<file path="src/rtl/apb_reg_slave_pkg.sv">
// Shared APB definitions: bus-state encoding and default widths.
package apb_pkg;

  localparam int APB_ADDR_W = 4;
  localparam int APB_DATA_W = 8;

  typedef enum logic [1:0] {
    IDLE   = 2'd0,
    SETUP  = 2'd1,
    ACCESS = 2'd2
  } apb_state_t;

endpackage

</file>
<file path="src/rtl/apb_reg_slave_if.sv">
// APB requester/completer signal bundle.
//
// Handshake: a transfer is offered by the requester with psel=1, penable=0
// (setup), then psel=1, penable=1 (access). The requester must hold the access
// phase until it sees pready=1; the transfer completes on the rising edge where
// psel & penable & pready are all 1. Read data on prdata is valid only in that
// completing cycle.
interface apb_if #(
  parameter int ADDR_W = 4,
  parameter int DATA_W = 8
);
  logic [ADDR_W-1:0] paddr;
  logic              pwrite;
  logic              psel;
  logic              penable;
  logic [DATA_W-1:0] pwdata;
  logic [DATA_W-1:0] prdata;
  logic              pready;

  modport master (
    output paddr, pwrite, psel, penable, pwdata,
    input  prdata, pready
  );

  modport slave (
    input  paddr, pwrite, psel, penable, pwdata,
    output prdata, pready
  );
endinterface

</file>
<file path="src/rtl/apb_reg_slave_regfile.sv">
// Register array: synchronous write, asynchronous read, synchronous clear.
module apb_regfile #(
  parameter int ADDR_W = 4,
  parameter int DATA_W = 8
) (
  input  logic              pclk,
  input  logic              clr,
  input  logic              we,
  input  logic [ADDR_W-1:0] waddr,
  input  logic [DATA_W-1:0] wdata,
  input  logic [ADDR_W-1:0] raddr,
  output logic [DATA_W-1:0] rdata
);
  localparam int DEPTH = 2 ** ADDR_W;

  logic [DATA_W-1:0] mem [DEPTH];

  // Clear wins over write so a reset edge never commits a pending write.
  always_ff @(posedge pclk) begin
    if (clr) begin
      for (int i = 0; i < DEPTH; i++) mem[i] <= '0;
    end else if (we) begin
      mem[waddr] <= wdata;
    end
  end

  assign rdata = mem[raddr];
endmodule

</file>
<file path="src/rtl/apb_reg_slave.sv">
// APB completer in front of a 2**ADDR_W x DATA_W register file with a
// programmable number of wait states before pready.
module apb_reg_slave
  import apb_pkg::*;
#(
  parameter int ADDR_W      = APB_ADDR_W,
  parameter int DATA_W      = APB_DATA_W,
  parameter int WAIT_STATES = 0
) (
  input  logic       pclk,
  input  logic       rst_n,      // active-high synchronous reset despite the name
  apb_if.slave       bus,
  output apb_state_t dbg_state
);
  localparam int              CNT_W  = (WAIT_STATES > 0) ? $clog2(WAIT_STATES + 1) : 1;
  localparam logic [CNT_W-1:0] WS_MAX = CNT_W'(WAIT_STATES);

  apb_state_t        state;
  apb_state_t        state_nxt;
  logic [CNT_W-1:0]  wait_cnt;
  logic [CNT_W-1:0]  wait_cnt_nxt;
  logic              access_ph;
  logic              in_xfer;
  logic              ready;
  logic              we;
  logic [DATA_W-1:0] rd_word;

  assign access_ph = bus.psel & bus.penable;
  // SETUP counts as "in transfer" so the first access cycle can already complete.
  assign in_xfer   = (state == SETUP) || (state == ACCESS);
  assign ready     = ~rst_n & access_ph & in_xfer & (wait_cnt == WS_MAX);
  assign we        = ready & bus.pwrite;

  // Next bus state; an access phase seen from IDLE is demoted to SETUP.
  always_comb begin
    state_nxt = state;
    if (!bus.psel)          state_nxt = IDLE;
    else if (!bus.penable)  state_nxt = SETUP;
    else if (ready)         state_nxt = IDLE;
    else if (state == IDLE) state_nxt = SETUP;
    else                    state_nxt = ACCESS;
  end

  // Wait counter advances only on non-completing access cycles of a real transfer.
  always_comb begin
    wait_cnt_nxt = '0;
    if (access_ph && in_xfer && !ready && (wait_cnt < WS_MAX))
      wait_cnt_nxt = wait_cnt + CNT_W'(1);
  end

  // State and counter registers.
  always_ff @(posedge pclk) begin
    if (rst_n) begin
      state    <= IDLE;
      wait_cnt <= '0;
    end else begin
      state    <= state_nxt;
      wait_cnt <= wait_cnt_nxt;
    end
  end

  apb_regfile #(
    .ADDR_W (ADDR_W),
    .DATA_W (DATA_W)
  ) u_regfile (
    .pclk  (pclk),
    .clr   (rst_n),
    .we    (we),
    .waddr (bus.paddr),
    .wdata (bus.pwdata),
    .raddr (bus.paddr),
    .rdata (rd_word)
  );

  assign bus.pready = ready;
  assign bus.prdata = (~rst_n & access_ph & ~bus.pwrite) ? rd_word : '0;
  assign dbg_state  = state;
endmodule

</file>
<file path="src/flat_wrapper.sv">
// flat-port wrapper written by rule: the top's interface ports become plain ports
module apb_reg_slave_flat import apb_pkg::*;
#(
  parameter int ADDR_W      = APB_ADDR_W,
  parameter int DATA_W      = APB_DATA_W,
  parameter int WAIT_STATES = 0
)
  (pclk, rst_n, dbg_state, bus_paddr, bus_pwrite, bus_psel, bus_penable, bus_pwdata, bus_prdata, bus_pready);
  apb_if #(.ADDR_W(ADDR_W), .DATA_W(DATA_W)) bus_i ();
  input  logic pclk;
  input  logic rst_n;
  output apb_state_t dbg_state;
  input wire logic [$bits(bus_i.paddr)-1:0] bus_paddr;
  input wire logic [$bits(bus_i.pwrite)-1:0] bus_pwrite;
  input wire logic [$bits(bus_i.psel)-1:0] bus_psel;
  input wire logic [$bits(bus_i.penable)-1:0] bus_penable;
  input wire logic [$bits(bus_i.pwdata)-1:0] bus_pwdata;
  output wire logic [$bits(bus_i.prdata)-1:0] bus_prdata;
  output wire logic [$bits(bus_i.pready)-1:0] bus_pready;
  assign bus_i.paddr = bus_paddr;
  assign bus_i.pwrite = bus_pwrite;
  assign bus_i.psel = bus_psel;
  assign bus_i.penable = bus_penable;
  assign bus_i.pwdata = bus_pwdata;
  assign bus_prdata = bus_i.prdata;
  assign bus_pready = bus_i.pready;
  apb_reg_slave #(.ADDR_W(ADDR_W), .DATA_W(DATA_W), .WAIT_STATES(WAIT_STATES)) u_core (.pclk(pclk), .rst_n(rst_n), .bus(bus_i), .dbg_state(dbg_state));
endmodule
</file>
<file path="config.mk">
export PLATFORM = sky130hd
export DESIGN_NAME = apb_reg_slave_flat
export DESIGN_NICKNAME = d
export VERILOG_FILES = /design/src/rtl/apb_reg_slave_pkg.sv /design/src/rtl/apb_reg_slave_if.sv /design/src/rtl/apb_reg_slave_regfile.sv /design/src/rtl/apb_reg_slave.sv /design/src/flat_wrapper.sv
export SDC_FILE = /design/constraint.sdc
export NUM_CORES = 1
export LEC_CHECK = 0
export ABC_CLOCK_PERIOD_IN_PS = 3000
export CAP_MARGIN = 20
export CORE_UTILIZATION = 50
export DETAILED_ROUTE_END_ITERATION = 7
export GPL_TIMING_DRIVEN = 1
export PLACE_DENSITY = 0.65
export SYNTH_ARGS = -nofsm -noshare
export SYNTH_HDL_FRONTEND = slang
export SYNTH_SLANG_ARGS = --single-unit
</file>
<file path="constraint.sdc">
create_clock -name pclk -period 3 [get_ports pclk]
set_input_delay 0.6 -clock pclk [delete_from_list [all_inputs] [get_ports pclk]]
set_output_delay 0.6 -clock pclk [all_outputs]
set_load 0.05 [all_outputs]
</file>
Yosys cells after proc, flatten, opt, wreduce, memory -nomap -nowiden. Memories as Yosys holds them, arrays and structs flattened. Index checks and enable logic that the tools add are counted. W data, S select, Z words.

Logic and storage cells: 42. Register bits: 3. Memories kept: 1. Input port bits: 17. Bits in writable memories: 128.

$add $sub $neg: 1. Reductions and logical operators: 10. Magnitude comparators: 1. Bitwise logic cells: 12. Equal/unequal tests: 2. Mux-type cells: 12.

Memory list: u_core.u_regfile.mem (words 16, bits a word 8, read ports 1, clocked after memory_dff 0, wr ports 16, RTL line apb_reg_slave_regfile.sv:16) `logic [DATA_W-1:0] mem [DEPTH];`.

Operators by type and width (number): $mux W8 (2); $mux W1 (8); $reduce_or A8 Y1 (1); $and A1 B1 Y1 (6); $not A1 Y1 (6); $mux W4 (1); $reduce_or A2 Y1 (2); $reduce_or A4 Y1 (1); $logic_and A1 B1 Y1 (3); $eq A2 B1 Y1 const B (1); $eq A2 B2 Y1 const B (1); $logic_not A2 Y1 (1); $mux W2 (1); $add A1 B1 Y1 const B (1); $logic_not A1 Y1 (1); $logic_or A1 B1 Y1 (1); $lt A1 B1 Y1 const B (1).

Longest topological paths before layout.
Word-level depth: 10. Gate-level depth with buffers: 6. Gate-level depth less buffers: 6.

Cells and area by module. Synthesis repeated with hierarchy kept, for this count alone.

Cell total of the unflattened synthesis: 395. Area, all modules: 6028.3 um^2.

Modules (own cells, without submodules): apb_regfile (cells each 375, area an instance 5861.9 um^2, instances 1); apb_reg_slave (cells each 20, area an instance 166.4 um^2, instances 1).

Least setup slack after synthesis. No wires, ideal clock.

Kind: input port to output port. From: input bus_paddr[3]. To: output bus_prdata[6]. Stages: 6. Slack: 0.302 ns. Path buffers: 2. Data arrival time: 2.098 ns. Cells stage by stage: buf_4 -> buf_2 -> mux4_2 -> mux2_2 -> o21ai_1 -> a21oi_1.

Cells in the longest elaborated chain, start to end: 2.

Ends and longest elaborated chain: start: declaration (RTL line flat_wrapper.sv:13) `input wire logic [$bits(bus_i.paddr)-1:0] bus_paddr;`; $mem_v2 Z16 W8; $mux W8 (RTL line apb_reg_slave.sv:76) `assign bus.prdata = (~rst_n & access_ph & ~bus.pwrite) ? rd_word : '0;`; end: declaration (RTL line flat_wrapper.sv:18) `output wire logic [$bits(bus_i.prdata)-1:0] bus_prdata;`.

No other way between the ends.

Worst setup path in the final report.
From: input bus_paddr[3]. To: output bus_prdata[3].

Same word-level chain as after synthesis.

==> impl_results.md <==
* Synth Cell Area at 6120 µm²
* Status: completed
* Total power at 4.43 mW
* FF-to-FF setup slack at 670 ps
* Hold-fix buffers at CTS at 0
* Clock slew at reported path FFs at 50 ps
* Critical Path RT at 2400 ps
* H-tree lvl count at 4
* Clock Tree Root: clkbuf_16
* Max Cap Viol at 0
* Most frequent cells in the layout: and2_1, edfxtp_1, mux4_2, buf_4, clkbuf_16
* WP depth at 7
* RePlAce Congestion at 0.804
* Hold_sp: u_core.dbg_state[1]
* First-pass GRT wire length at 20.8 mm
* Cell variety after synth at 30
* Layout Nets at 455
* 1st-iter DRT viols at 175
* Critical path arrival at 2350 ps
* Crit path max fanout at 17
* Power density cells at 614 nW/µm²
* Max incr delay on CP at 510 ps
* Die area at 12700 µm²
* Area contributors post-synth: edfxtp_1, and2_1, mux4_2, mux2_2, mux2i_1
* Row count at 40
* Final Hold Fails at 0
* Final worst setup slack at 54.3 ps
* Crit share post-route at 98.2%
* Ys Warns at 0
* Area leader, netlist: edfxtp_1
* Placed wire-length estimate at 8.93 mm
* IO Pins at 28
* Critical path type: in -> out
* Hold WC Path Type: reg -> reg
* Die W at 113 µm
* Switching Share at 21.6%
* Routed WL at 13.3 mm
* Gate power share at 6.7%
* CTS tree: built
* Syn_area_per_cell at 15.6 µm²
* Slew headroom at 52.7%
* Clock tree buffer depth at 2
* DR pass1 iterations at 4
* Clock group share of total power at 46.5%
* Final ANT Viol Nets at 0
* Post-synth top flop: edfxtp_1
* Synthesized instance count at 393
* Via/cell ratio at 5.66
* Pre-CTS setup slack at 69.4 ps
* Final setup viols at 0
* RSZ-0062 raised after global routing: false
* Hold path cells at 3
* Crit path buf inv count at 3
* Port Buf Inserts at 27
* TritonCTS Buffers at 17
* Register bit count reported by yosys at 130
* Critical path origin: bus_paddr[3]
* Slowest CP cell: clkdlybuf4s50_1
* Worst VDD drop at 331 µV
* Clk sink count at 130
* Clk Latency, worst-skew pair at 420 ps
* Register area share after synthesis at 63.4%
* Fmax at 0.339 GHz
* Leak at 2.65 nW
* Total Neg Setup Slack at 0 ps
* Initial antenna violation count at 0
* Int Power at 3.48 mW
* Endpoint type of the worst setup path: output port
* Critical Path Start Type: primary input
* Core ar. at 12000 µm²
* Synth top area share at 62.8%
* DR vias at 3381
* Largest net degree at the start of global routing at 32
* Hold Slack at 583 ps
* Post-synth EDFFs at 128
* Number of global-route vias before repair at 3384
* Gr ovfl total at 0
* Drt wl/cell at 22.3 µm
* Commonest non-fill, non-tap cell in the layout: and2_1
* Worst Max-Slew Pin Slew at 708 ps
* Initial core utilization at 51.2%
* Register share of total power at 46.9%
* Area grow syn2layout at 18.0%
* Die outline height at 113 µm
* PostCTS Resize Cnt at 0
* Layout cells sized above 1 at 27.8%
* Postcts setup bufs at 0
* Gr usage total at 23.4%
* Reg2reg path depth at 6
* DR DRC count at 0
* Fraction of registers with async set/reset at 0%
* Top Family by Delay on Critical Path: buffers and inverters
* Total nets after synthesis at 411
* Crit-path cells: clkdlybuf4s50_1 > buf_12 > mux4_2 > mux2_2 > o21ai_1 > a21oi_1 > buf_4
* R2r startpoint: u_core.dbg_state[0]
* Worst clock skew at 5.72 ps
* Max-slew violations at 0
* Post-layout min period at 2950 ps
* Switching power at 957 µW
* # diodes at 0
==> final cells by class <==
| type | instances | area [µm²] |
|---|---|---|
| Inverter | 2 | 7.51 |
| Clock inverter | 15 | 168 |
| Multi-Input combinational cell | 240 | 2130 |
| Fill cell | 921 | 4740 |
| Tap cell | 147 | 184 |
| Sequential cell | 130 | 3880 |
| Clock buffer | 17 | 425 |
| Timing Repair Buffer | 46 | 430 |
==> kinds of logic (layout without fill, tap and decap cells) <==
group	count (synthesis)	count (layout)	synth area share (%)
AOI/OAI and AO/OA	16	16	1.31
adders and majority gates	1	1	0.204
buffers and inverters	23	80	1.82
DFF	130	130	63.4
muxes	48	48	14.6
and+or+nand+nor	175	175	18.7
==> through the flow <==
stage | instance area (µm²) | utilization (%) | cells
after floorplan | 6120 | - | 393
after global placement | 6630 | 55.4 | 565
after detailed placement | 6630 | 55.4 | 565
after CTS | 7230 | 60.4 | 597
after global routing | 7230 | 60.4 | 597
final | 7230 | 60.4 | 597
==> worst paths after layout <==
check | end
max | bus_prdata[3]
min | u_core.dbg_state[1]
max reg2reg | u_core.u_regfile.mem[0][5]
min reg2reg | u_core.dbg_state[1]
==> worst reg2reg max path, stage by stage, from the launching register on <==
cell and delay, ps:
dfxtp_1 340, inv_1 50, ha_1 290, and2_1 230, or4b_4 580, nor3_4 150, or2_1 360
==> power groups by stage <==
stage               Clock (mW)  Sequential [mW]  Combinational [mW]
global placement             0             2.11               0.294
floorplan                    0             2.11               0.183
finish                    2.06             2.08               0.295
global route              2.15             2.09               0.313
CTS                       2.08             2.08               0.298
detailed placement           0             2.12               0.297
==> registers in the layout, indices dropped and copies added, names as in the netlist <==
signal                count
u_core.u_regfile.mem    128
u_core.dbg_state          2
==> per-layer routing <==
layer	track usage (%)	wire, µm	up-vias
met1	33.6	5880	1704
met4	11.1	352	0
met2	34.8	6280	117
met3	4.27	788	21
li1	-	-	1539
met5	0	0	-
==> cells in the mapped netlist, types with 2 or more instances <==
cell	n
and2_1	130
buf_4	5
or2_1	5
mux2i_1	8
nand4b_1	2
nor2_2	3
dfxtp_1	2
o21ai_1	8
nor2_4	3
mux4_2	32
mux2_2	8
edfxtp_1	128
nor2_1	7
nor3_2	3
buf_2	5
or2_2	11
inv_1	2
nand2b_1	2
clkbuf_1	11
a21oi_1	8
No activity file was read; power rests on OpenSTA's default activity.
